### src/rtl/mem_arbiter.sv
// Memory arbiter for the instruction-fetch and load/store requesters. It grants one request per cycle and caps in-flight reads per requester.
// Fixed priority (D over IF) by default; define MEM_ARB_RR_EN for round-robin arbitration.

package params_pkg;
    localparam int ADDR_WIDTH = 32;
    localparam int DATA_WIDTH = 32;

    typedef enum logic [1:0] {
        BYTE = 2'd0,
        HALF = 2'd1,
        WORD = 2'd2
    } access_size_t;
endpackage

module mem_arbiter
    import params_pkg::*;
#(
    parameter int ADDR_WIDTH      = params_pkg::ADDR_WIDTH,
    parameter int DATA_WIDTH      = params_pkg::DATA_WIDTH,
    parameter int MAX_OUTSTANDING = 10
) (
    input  logic                  clk_i,
    input  logic                  rst_i,

    input  logic                  if_req_valid_i,
    output logic                  if_req_ready_o,
    input  logic [ADDR_WIDTH-1:0] if_addr_i,
    input  logic                  if_flush_i,
    output logic                  if_rsp_valid_o,
    output logic [DATA_WIDTH-1:0] if_rsp_data_o,

    input  logic                  d_req_valid_i,
    output logic                  d_req_ready_o,
    input  logic                  d_req_wr_i,
    input  logic [ADDR_WIDTH-1:0] d_addr_i,
    input  logic [DATA_WIDTH-1:0] d_wr_data_i,
    input  access_size_t          d_access_size_i,
    output logic                  d_rsp_valid_o,
    output logic [DATA_WIDTH-1:0] d_rsp_data_o,

    output logic                  mem_rd_req_valid_o,
    output logic                  mem_wr_req_valid_o,
    output logic                  mem_req_is_instr_o,
    output logic [ADDR_WIDTH-1:0] mem_address_o,
    output logic [DATA_WIDTH-1:0] mem_wr_data_o,
    output access_size_t          mem_access_size_o,

    input  logic                  mem_data_valid_i,
    input  logic                  mem_data_is_instr_i,
    input  logic [DATA_WIDTH-1:0] mem_data_i,

    output logic                  err_o
);

    localparam int              CNT_W   = $clog2(MAX_OUTSTANDING + 1);
    localparam logic [CNT_W-1:0] MAX_CNT = CNT_W'(MAX_OUTSTANDING);

    logic [CNT_W-1:0] r_if_inflight;
    logic [CNT_W-1:0] r_d_inflight;
    logic [CNT_W-1:0] r_drop_cnt;
    logic             r_last_grant;
    logic             r_err;

    logic w_if_elig;
    logic w_d_elig;
    logic w_grant_if;
    logic w_grant_d;
    logic w_if_issue;
    logic w_d_issue;
    logic w_if_rsp;
    logic w_d_rsp;
    logic w_if_dec;
    logic w_d_dec;
    logic w_drop_dec;
    logic w_err_set;

    // Writes never consume read credit, so a write is eligible even at the cap.
    assign w_if_elig = if_req_valid_i & (r_if_inflight < MAX_CNT) & ~if_flush_i;
    assign w_d_elig  = d_req_valid_i & (d_req_wr_i | (r_d_inflight < MAX_CNT));

    always_comb begin
        w_grant_if = 1'b0;
        w_grant_d  = 1'b0;
        if (rst_i) begin
`ifdef MEM_ARB_RR_EN
            if (w_if_elig && w_d_elig) begin
                w_grant_if = r_last_grant;
                w_grant_d  = ~r_last_grant;
            end else begin
                w_grant_if = w_if_elig;
                w_grant_d  = w_d_elig;
            end
`else
            w_grant_d  = w_d_elig;
            w_grant_if = w_if_elig & ~w_d_elig;
`endif
        end
    end

    assign w_if_issue = w_grant_if;
    assign w_d_issue  = w_grant_d & ~d_req_wr_i;

    assign if_req_ready_o = w_grant_if;
    assign d_req_ready_o  = w_grant_d;

    always_comb begin
        mem_rd_req_valid_o = w_if_issue | w_d_issue;
        mem_wr_req_valid_o = w_grant_d & d_req_wr_i;
        mem_req_is_instr_o = w_grant_if;
        mem_wr_data_o      = d_wr_data_i;
        mem_address_o      = d_addr_i;
        mem_access_size_o  = d_access_size_i;
        if (w_grant_if) begin
            mem_address_o     = if_addr_i;
            mem_access_size_o = WORD;
        end
    end

    // A response only retires a read when its requester actually has one outstanding.
    assign w_if_rsp   = mem_data_valid_i & mem_data_is_instr_i;
    assign w_d_rsp    = mem_data_valid_i & ~mem_data_is_instr_i;
    assign w_if_dec   = w_if_rsp & (r_if_inflight != '0);
    assign w_d_dec    = w_d_rsp & (r_d_inflight != '0);
    assign w_drop_dec = w_if_dec & (r_drop_cnt != '0);
    assign w_err_set  = (w_if_rsp & (r_if_inflight == '0)) | (w_d_rsp & (r_d_inflight == '0));

    assign if_rsp_valid_o = rst_i & w_if_dec & ~w_drop_dec & ~if_flush_i;
    assign d_rsp_valid_o  = rst_i & w_d_dec;
    assign if_rsp_data_o  = mem_data_i;
    assign d_rsp_data_o   = mem_data_i;
    assign err_o          = r_err;

    always_ff @(posedge clk_i or negedge rst_i) begin
        if (!rst_i) begin
            r_if_inflight <= '0;
            r_d_inflight  <= '0;
            r_drop_cnt    <= '0;
            r_last_grant  <= 1'b1;
            r_err         <= 1'b0;
        end else begin
            r_if_inflight <= r_if_inflight + CNT_W'(w_if_issue) - CNT_W'(w_if_dec);
            r_d_inflight  <= r_d_inflight + CNT_W'(w_d_issue) - CNT_W'(w_d_dec);

            // Every fetch still in flight after this cycle's response becomes stale.
            if (if_flush_i) begin
                r_drop_cnt <= r_if_inflight - CNT_W'(w_if_dec);
            end else if (w_drop_dec) begin
                r_drop_cnt <= r_drop_cnt - CNT_W'(1);
            end

            if (w_grant_if) begin
                r_last_grant <= 1'b0;
            end else if (w_grant_d) begin
                r_last_grant <= 1'b1;
            end

            if (w_err_set) begin
                r_err <= 1'b1;
            end
        end
    end

endmodule
### config.mk
export PLATFORM = sky130hd
export DESIGN_NAME = mem_arbiter
export DESIGN_NICKNAME = d
export VERILOG_FILES = /design/src/rtl/mem_arbiter.sv
export SDC_FILE = /design/constraint.sdc
export NUM_CORES = 1
export LEC_CHECK = 0
export ABC_AREA = 0
export CAP_MARGIN = 40
export CORE_AREA = 4 4 105 107
export CTS_BUF_LIST = sky130_fd_sc_hd__clkbuf_4
export DETAILED_ROUTE_END_ITERATION = 10
export DIE_AREA = 0 0 109 111
export MAX_ROUTING_LAYER = met4
export PLACE_DENSITY = 0.69
export SYNTH_ARGS = -nofsm -noshare
export SYNTH_HDL_FRONTEND = slang
export SYNTH_SLANG_ARGS = --single-unit
### constraint.sdc
create_clock -name clk_i -period 3.3 [get_ports clk_i]
set_clock_uncertainty 0.2 [all_clocks]
set_input_delay 0.66 -clock clk_i [delete_from_list [all_inputs] [get_ports clk_i]]
set_output_delay 0.66 -clock clk_i [all_outputs]
set_load 0.005 [all_outputs]
[Word level (Yosys, flattened, before mapping)]
Cells that the tools add are included.
Word-level totals
  logic and storage cells: 49
  bits in registers: 13
  output and inout bits: 138
  input bits: 138
Cells by class
  reductions and logical operators: 6
  bitwise logic cells: 25
  magnitude comparators: 2
  muxes and demuxes: 6
  $add $sub $neg: 6
Operator list (count)
  $mux 32: 1
  $and 1x1->1: 17
  $reduce_bool 4->1: 3
  $sub 4x1->4: 3
  $add 4x1->4: 2
  $logic_not 4->1: 2
  $lt 4x4->1 const B: 2
  $mux 4: 2
  $not 1->1: 5
  $sub 4x1->4 const B: 1
  $or 1x1->1: 3
  $mux 1: 2
  $mux 2: 1
  $reduce_bool 2->1: 1

[Depth between registers and ports, before layout]
Gate-level depths: netlist of the first run.
  depth in word-level cells: 8
  mapped depth: 10
  mapped depth without buffers: 10

[Worst setup path after synthesis of the first run]
OpenSTA, ideal clock, no wires.
  kind: input port to output port
  start: input if_flush_i
  end: output mem_address_o[25]
  stages on the path: 4
  path slack: 571 ps
  arrival: 1869 ps
  data required time: 2440 ps
  path through: nand4bb_1 a211oi_4 buf_6 mux2_2
On the way
  word-level cells in the longest chain between the ends: 5
RTL lines
  start: declaration: line 28  | input logic if_flush_i,
  $not 1->1: line 78  | assign w_if_elig = if_req_valid_i & (r_if_inflight < MAX_CNT) & ~if_flush_i;
  $and 1x1->1: line 78
  $and 1x1->1: line 95  | w_grant_if = w_if_elig & ~w_d_elig;
  $mux 1: line 84  | if (rst_i) begin
  via if_req_ready_o: line 26  | output logic if_req_ready_o,
  $mux 32: line 113  | if (w_grant_if) begin
  end: declaration: line 44  | output logic [ADDR_WIDTH-1:0] mem_address_o,
The timed path passes the listed nets, and every way through them passes these cells.

[Final worst setup path of the first run]
  start: input if_flush_i
  end: output mem_address_o[9]
On the way
  word-level cells in the longest chain between the ends: 5
RTL lines (line)
  $not 1->1: 78
  $and 1x1->1: 78
  $and 1x1->1: 95
  $mux 1: 84
  $mux 32: 113
Every way passes these cells.

==> metrics.md, run 1 <==
| Metric | Value |
|---|---|
| Routed wl met2 | `3.63 mm` |
| Met3 Wirelength | `1.02 mm` |
| Total congestion overflow | `0` |
| Max-cap violations | `0` |
| Clock Tree Root | `clkbuf_4` |
| Seq cells post-synth | `13` |
| Die area | `12100 um^2` |
| Hold Startpoint | `err_o` |
| Die Span X | `109 um` |
| ANT cells | `0` |
| IO buf count | `approximately 120` |
| Outcome | `finished, final reports clean` |
| Initial core utilization | `0.212` |
| Max Fanout on Critical Path | `6` |
| Clock buffer depth | `2` |
| Most frequent cells in the layout | `clkdlybuf4s50_1 (77), mux2_2 (31), dlygate4sd2_1 (22)` |
| Area of the mapped netlist | `2140 um^2` |
| RSZ-0062 raised after global routing | `no` |
| Crit path capture type | `primary output` |
| Hold Crit Class | `flip-flop to flip-flop` |
| Met1 wire length | `2.34 mm` |
| Setup violators final | `0` |
| Pwr/cell area | `roughly 430 nW/um^2` |
| Setup crit start | `if_flush_i` |
| Worst-Skew Late Latency | `roughly 0.28 ns` |
| Post-synth EDFFs | `0` |
| DR top layer | `met4` |
| Worst Path Arrival | `2.39 ns` |
| Via Count | `1703` |
| Period utilisation layout | `0.983` |
| Drt drc | `0` |
| Fmax | `0.308 GHz` |
| Final worst slack | `0.0545 ns` |
| Chip height | `111 um` |
| Row cnt | `37` |
| Vias per cell | `4.15` |
| CTS Buf Count | `3` |
| Synth warn | `0` |
| Synthesized Nets | `387` |
| Worst Max-Slew Pin Slew | `0.512 ns` |
| Worst setup SP type | `input port` |
| Final nets | `432` |
| Largest net degree at the start of global routing | `19` |
| Mean Syn Cell Area | `9.32 um^2` |
| # H-tree levels | `1` |
| Sequential share of the synthesized area | `0.152` |
| Reg-to-reg startpoint | `r_if_inflight[2]` |
| Initial detailed-routing violation count | `54` |
| Max-Slew Margin vs Limit | `0.658` |
| Worst IR Drop VDD | `390 uV` |
| Post-synth ARST share | `1.00` |
| RePlAce Congestion | `about 0.81` |
| Initial antenna violation count | `0` |
| Layout area overhead | `38.3%` |
| Post-route antenna net violation count | `0` |
| Tot GR Track Use | `0.108` |
| Sink Count | `13` |
| TNS Setup | `0 ns` |
| Synth unique cells | `39` |
| Drt wl/cell | `17.1 um` |
| First-pass GRT wire length | `9.90 mm` |
| Core area | `10100 um^2` |
| Dpl ws | `-0.305 ns` |
| Tmin final | `3.25 ns` |
| Commonest non-fill, non-tap cell in the layout | `clkdlybuf4s50_1` |
| Syn Inst Count | `230` |
| Post-synth top flop | `dfrtp_1` |
| Final Routed Wirelength | `between 6 and 7 mm` |
| Worst setup path category | `input port to primary output` |
| Vias in the first global route | `1876` |
| HPWL after detailed placement | `5.76 mm` |
| Req. time, crit path | `between 2 and 2.5 ns` |
| Final Hold Vio Count | `0` |
| Share of cells above drive strength 1 | `0.325` |
| Clk slew on worst S/H paths | `0.09 ns` |
| I/O pin cnt | `approximately 280` |
| CTS tree | `yes` |
| TritonRoute pass-1 iters | `4` |
| Slew Limit Fails | `0` |
| Leak Pwr | `0.00129 uW` |
-- registers in the layout, indices dropped and copies added, names as in the netlist --
signal / cells
r_d_inflight: 4
r_if_inflight: 4
r_drop_cnt: 4
err_o: 1
-- layer usage --
metal / vias to the layer above / track usage
li1: 764 / -
met1: 780 / 0.106
met2: 157 / 0.201
met3: 2 / 0.0460
met4: 0 / 0.00758
met5: - / -
-- synth_stat cells, types with 2 or more instances --
| library cell | count | share of area |
|---|---|---|
| a21oi_1 | 3 | 0.0070 |
| xnor2_1 | 4 | 0.016 |
| a21o_1 | 2 | 0.0070 |
| buf_4 | 97 | 0.34 |
| xor2_1 | 2 | 0.0082 |
| mux2_2 | 33 | 0.17 |
| nor3b_1 | 3 | 0.011 |
| inv_1 | 18 | 0.032 |
| fa_1 | 2 | 0.019 |
| nor2_1 | 2 | 0.0035 |
| o21bai_1 | 2 | 0.0070 |
| o31a_1 | 2 | 0.0082 |
| dfrtp_1 | 13 | 0.15 |
| nand2_1 | 2 | 0.0035 |
| o41ai_1 | 2 | 0.0082 |
| buf_6 | 3 | 0.016 |
| or2_2 | 2 | 0.0058 |
| ha_1 | 17 | 0.099 |
-- final timing paths --
kind                               endpoint  slack, ns  cells after the start
max                        mem_address_o[9]       0.05                      8
min in group asynchronous  r_if_inflight[0]       0.35                      2
min                                   err_o       0.27                      1
min reg2reg                           err_o       0.27                      1
max reg2reg                r_if_inflight[2]       0.61                     11
max in group asynchronous   r_d_inflight[3]       2.36                      2
-- through the flow --
step	hold slack [ns]	cell area, um^2	cells	power, uW	util
4_1_cts	0.283	2970	409	1280	0.293
3_5_place_dp	0.261	2770	388	1090	0.273
3_3_place_gp	0.245	2770	388	1060	0.273
5_1_grt	0.297	2970	410	1420	0.293
2_1_floorplan	0.164	2140	230	862	-
6_report	0.272	2970	410	1280	0.293
-- repair_timing --
item,4_1_cts,5_1_grt
buffers inserted,15,2
hold buffers,0,0
setup endpoints to repair,34,29
pin swaps,4,4
cloned,2,0
gates resized for setup,86,9
-- kinds of logic after synthesis --
family | share of synthesized area
AO/OA/AOI/OAI | 0.0770
buffers and inverters | 0.387
adder cells (fa/ha/maj) | 0.118
multiplexers | 0.173
flip-flops | 0.152
AND/OR/NAND/NOR | 0.0689
XOR/XNOR | 0.0245
-- final cells by class --
| class | instances | area, um^2 |
|---|---|---|
| Fill cell | 1053 | 7170 |
| Tap cell | 136 | 170 |
| Clock buffer | 4 | 30.0 |
| Inverter | 18 | 67.6 |
| Sequential cell | 13 | 325 |
| Timing Repair Buffer | 140 | 1330 |
| Multi-Input combinational cell | 99 | 1050 |
-- worst max-delay path, cell delays in order --
cell and delay, ns:
dlygate4sd2_1 0.25, nand4bb_4 0.23, a211oi_4 0.26, buf_4 0.16, buf_12 0.11, bufbuf_16 0.25, mux2_2 0.33, buf_2 0.14
-- power by group --
part	total, uW	leakage [uW]	switching [uW]	internal, uW
registers	335	0.000149	87.0	248
clock network	115	0.0000184	59.9	55.1
logic	829	0.00113	342	487
(Power assumes the default switching activity.)
==> run 2: changes to the inputs <==
- CAP_MARGIN: 40 -> 20
==> results of run 2 <==
Final layout, timing and power as in run 1 (identical DEF).
==> run 3: changes to the inputs <==
- GPL_TIMING_DRIVEN: unset -> 0
- HOLD_SLACK_MARGIN: unset -> 0.08
- SKIP_LAST_GASP: unset -> 1
==> run 3 against run 2 <==
Compared with the run above:
- non-clock buffer count increased by 182
- critical endpoint is now mem_address_o[15]
- maximum frequency down 3.9%
- the run now ends with setup timing left
- final cell count grew 44%
- die area unchanged
- first-iteration DRC count down 13%
==> metrics.md, run 3 (synthesis gave the netlist of run 1 again) <==
| Metric | Value |
|---|---|
| Outcome | `finished with violations` |
| Violated checks | `setup timing` |
| Max-cap violations | `0 (unchanged)` |
| Final Routed Wirelength | `9.21 mm (+32%)` |
| Tot GR Track Use | `0.137 (+0.0290)` |
| Total congestion overflow | `0 (unchanged)` |
| Final Hold Vio Count | `0 (unchanged)` |
| Layout area overhead | `116%` |
| Max Fanout on Critical Path | `9 (+3)` |
| Cells after DPL | `577 (+49%)` |
| Clk slew on worst S/H paths | `0.08 ns (about the same)` |
| Share of cells above drive strength 1 | `0.349 (+0.0239)` |
| Comb power frac | `0.697 (+0.049)` |
| Max-Slew Margin vs Limit | `0.556 (-0.102)` |
| Switching Power | `511 uW (+4.5%)` |
| Worst IR Drop VDD | `394 uV (+0.98%)` |
| Internal | `929 uW (+17%)` |
| ANT cells | `0 (unchanged)` |
| Hold Crit Class | `flip-flop to flip-flop` |
| Req. time, crit path | `2.44 ns (about the same)` |
| Sink Count | `13 (unchanged)` |
| Largest regs | `r_d_inflight: 4 flops, r_drop_cnt: 4 flops, r_if_inflight: 4 flops` |
| TritonRoute pass-1 iters | `4 (unchanged)` |
| Chip height | `111 um (unchanged)` |
| Vias in the first global route | `2388 (+27%)` |
| Reg-to-reg startpoint | `r_if_inflight[3]` |
| Most frequent cells in the layout | `clkdlybuf4s50_1 (180), buf_4 (104), mux2_2 (33)` |
| # H-tree levels | `1 (unchanged)` |
| Total power | `1440 uW (+13%)` |
| Post-route antenna net violation count | `0 (unchanged)` |
| Clock Tree Root | `clkbuf_4` |
| Setup violators final | `6 (+6)` |
| Hold Startpoint | `err_o` |
| Slew Limit Fails | `0 (unchanged)` |
| CTS Buf Count | `3 (unchanged)` |
| Period utilisation layout | `1.02 (+0.0395)` |
| Clk pwr share | `0.077 (-0.013)` |
| Filler instances | `945 (-10%)` |
| Worst setup SP type | `input port` |
| Via Count | `2307 (+35%)` |
| Initial core utilization | `0.212 (unchanged)` |
| CTS tree | `yes` |
| Drt drc | `0 (unchanged)` |
| Worst Max-Slew Pin Slew | `0.663 ns (+0.151 ns)` |
| Drt wl/cell | `15.6 um (-8.8%)` |
| Pwr/cell area | `311 nW/um^2 (-28%)` |
| Final worst slack | `-0.0757 ns (-0.130 ns)` |
| Clock buffer depth | `2 (unchanged)` |
| Post-Layout Cell Count | `592 (+44%)` |
| Vias per cell | `3.90 (-6.2%)` |
| Final nets | `614 (+42%)` |
| Row cnt | `37 (unchanged)` |
| Leak Pwr | `0.00218 uW (+68%)` |
| Sw frac | `0.355 (-0.0273)` |
| Hold Path Sink | `err_o` |
| Worst-Skew Late Latency | `0.28 ns (about the same)` |
| Share of power burned in registers | `0.225 (-0.037)` |
| Die area | `12100 um^2 (unchanged)` |
| R2r setup slk | `0.53 ns (-0.08 ns)` |
| Initial detailed-routing violation count | `47 (-13%)` |
| Core area | `10100 um^2 (unchanged)` |
| Die Span X | `109 um (unchanged)` |
| RSZ-0062 raised after global routing | `yes` |
| Initial antenna violation count | `0 (unchanged)` |
| Commonest non-fill, non-tap cell in the layout | `clkdlybuf4s50_1` |
| Tmin final | `3.38 ns (+0.130 ns)` |
| First-pass GRT wire length | `13.0 mm (+31%)` |
| Hold depth | `1 (unchanged)` |
| IO buf count | `211 (+83%)` |
| Reg2reg end | `r_if_inflight[2]` |
| Cells on worst reg2reg path | `10 (-1)` |
| Largest net degree at the start of global routing | `20 (+1)` |
| Worst Path Arrival | `2.52 ns (+0.13 ns)` |
| RePlAce Congestion | `0.823 (+2.0%)` |
| I/O pin cnt | `276 (unchanged)` |
| Fmax | `0.296 GHz (-3.9%)` |
| HPWL after detailed placement | `7.84 mm (+36%)` |
| Crit path capture type | `primary output` |
| Worst setup path category | `input port to primary output` |
run 3: changes by cell type in the layout (fill, tap and decap cells not counted), moves of 3 or more:
| cell | previous run | this run |
|---|---|---|
| clkdlybuf4s50_1 | 77 | 180 |
| buf_4 | 18 | 104 |
| dlygate4sd2_1 | 22 | 7 |
| dlymetal6s2s_1 | 1 | 16 |
| buf_2 | 11 | 0 |
| clkdlybuf4s15_1 | 1 | 6 |
| buf_12 | 3 | 0 |
| ha_1 | 14 | 17 |
| ha_2 | 3 | 0 |
run 3: cell type report:
type,instances,area (um^2),area share
Inverter,18,67.6,0.0146
Buffer,100,773,0.167
Tap cell,136,170,0.0368
Sequential cell,13,325,0.0704
Timing Repair Buffer,222,2240,0.484
Multi-Input combinational cell,99,1020,0.220
Clock buffer,4,30.0,0.00650
run 3: layer usage:
layer | vias up | part of all wire | global-route usage
met5 | - | 0 | -
met4 | 0 | 0.0051 | 0.0109
met3 | 7 | 0.097 | 0.0297
met2 | 122 | 0.55 | 0.260
met1 | 1051 | 0.35 | 0.147
li1 | 1127 | - | -
run 3: critical path: stages:
cell and delay, ns:
clkdlybuf4s15_2 0.24, a22o_2 0.30, a211oi_4 0.23, buf_6 0.15
buf_8 0.13, mux2_2 0.36, clkdlybuf4s50_1 0.45
run 3: worst max-delay path by stage:
stage / start / to / depth (start not counted)
finish: d_req_valid_i / mem_address_o[15] / 7
global route: r_if_inflight[2] / mem_address_o[29] / 8
CTS: d_req_wr_i / mem_address_o[15] / 7
detailed placement: rst_i / mem_address_o[22] / 6
global placement: rst_i / mem_address_o[22] / 6
floorplan: if_flush_i / mem_address_o[25] / 4
run 3: power groups by stage:
stage | clock, uW | sequential (uW) | combinational [uW]
2_1_floorplan | 0 | 309 | 552
3_3_place_gp | 0 | 322 | 955
3_5_place_dp | 0 | 329 | 977
4_1_cts | 117 | 323 | 1000
5_1_grt | 123 | 341 | 1110
6_report | 111 | 324 | 1000
run 3: through the flow:
stage | hold slack (ns) | area [um^2] | utilization | worst slack [ns] | setup TNS (ns)
floorplan | 0.164 | 2140 | - | 0.571 | 0
global placement | 0.245 | 4430 | 0.437 | -1.25 | -44.88
detailed placement | 0.254 | 4430 | 0.437 | -1.29 | -46.69
CTS | 0.113 | 4490 | 0.443 | -0.108 | -1.95
global route | 0.287 | 4620 | 0.456 | -0.130 | -0.876
finish | 0.265 | 4620 | 0.456 | -0.0757 | -0.390
run 3: timing repair:
action                                  4_1_cts  5_1_grt
endpoints found under the hold margin         0       13
pin swaps                                     1        0
resized for setup                            23       31
hold buffers                                  0        1
endpoints found under the setup margin       44       31
buffers inserted                              4        6
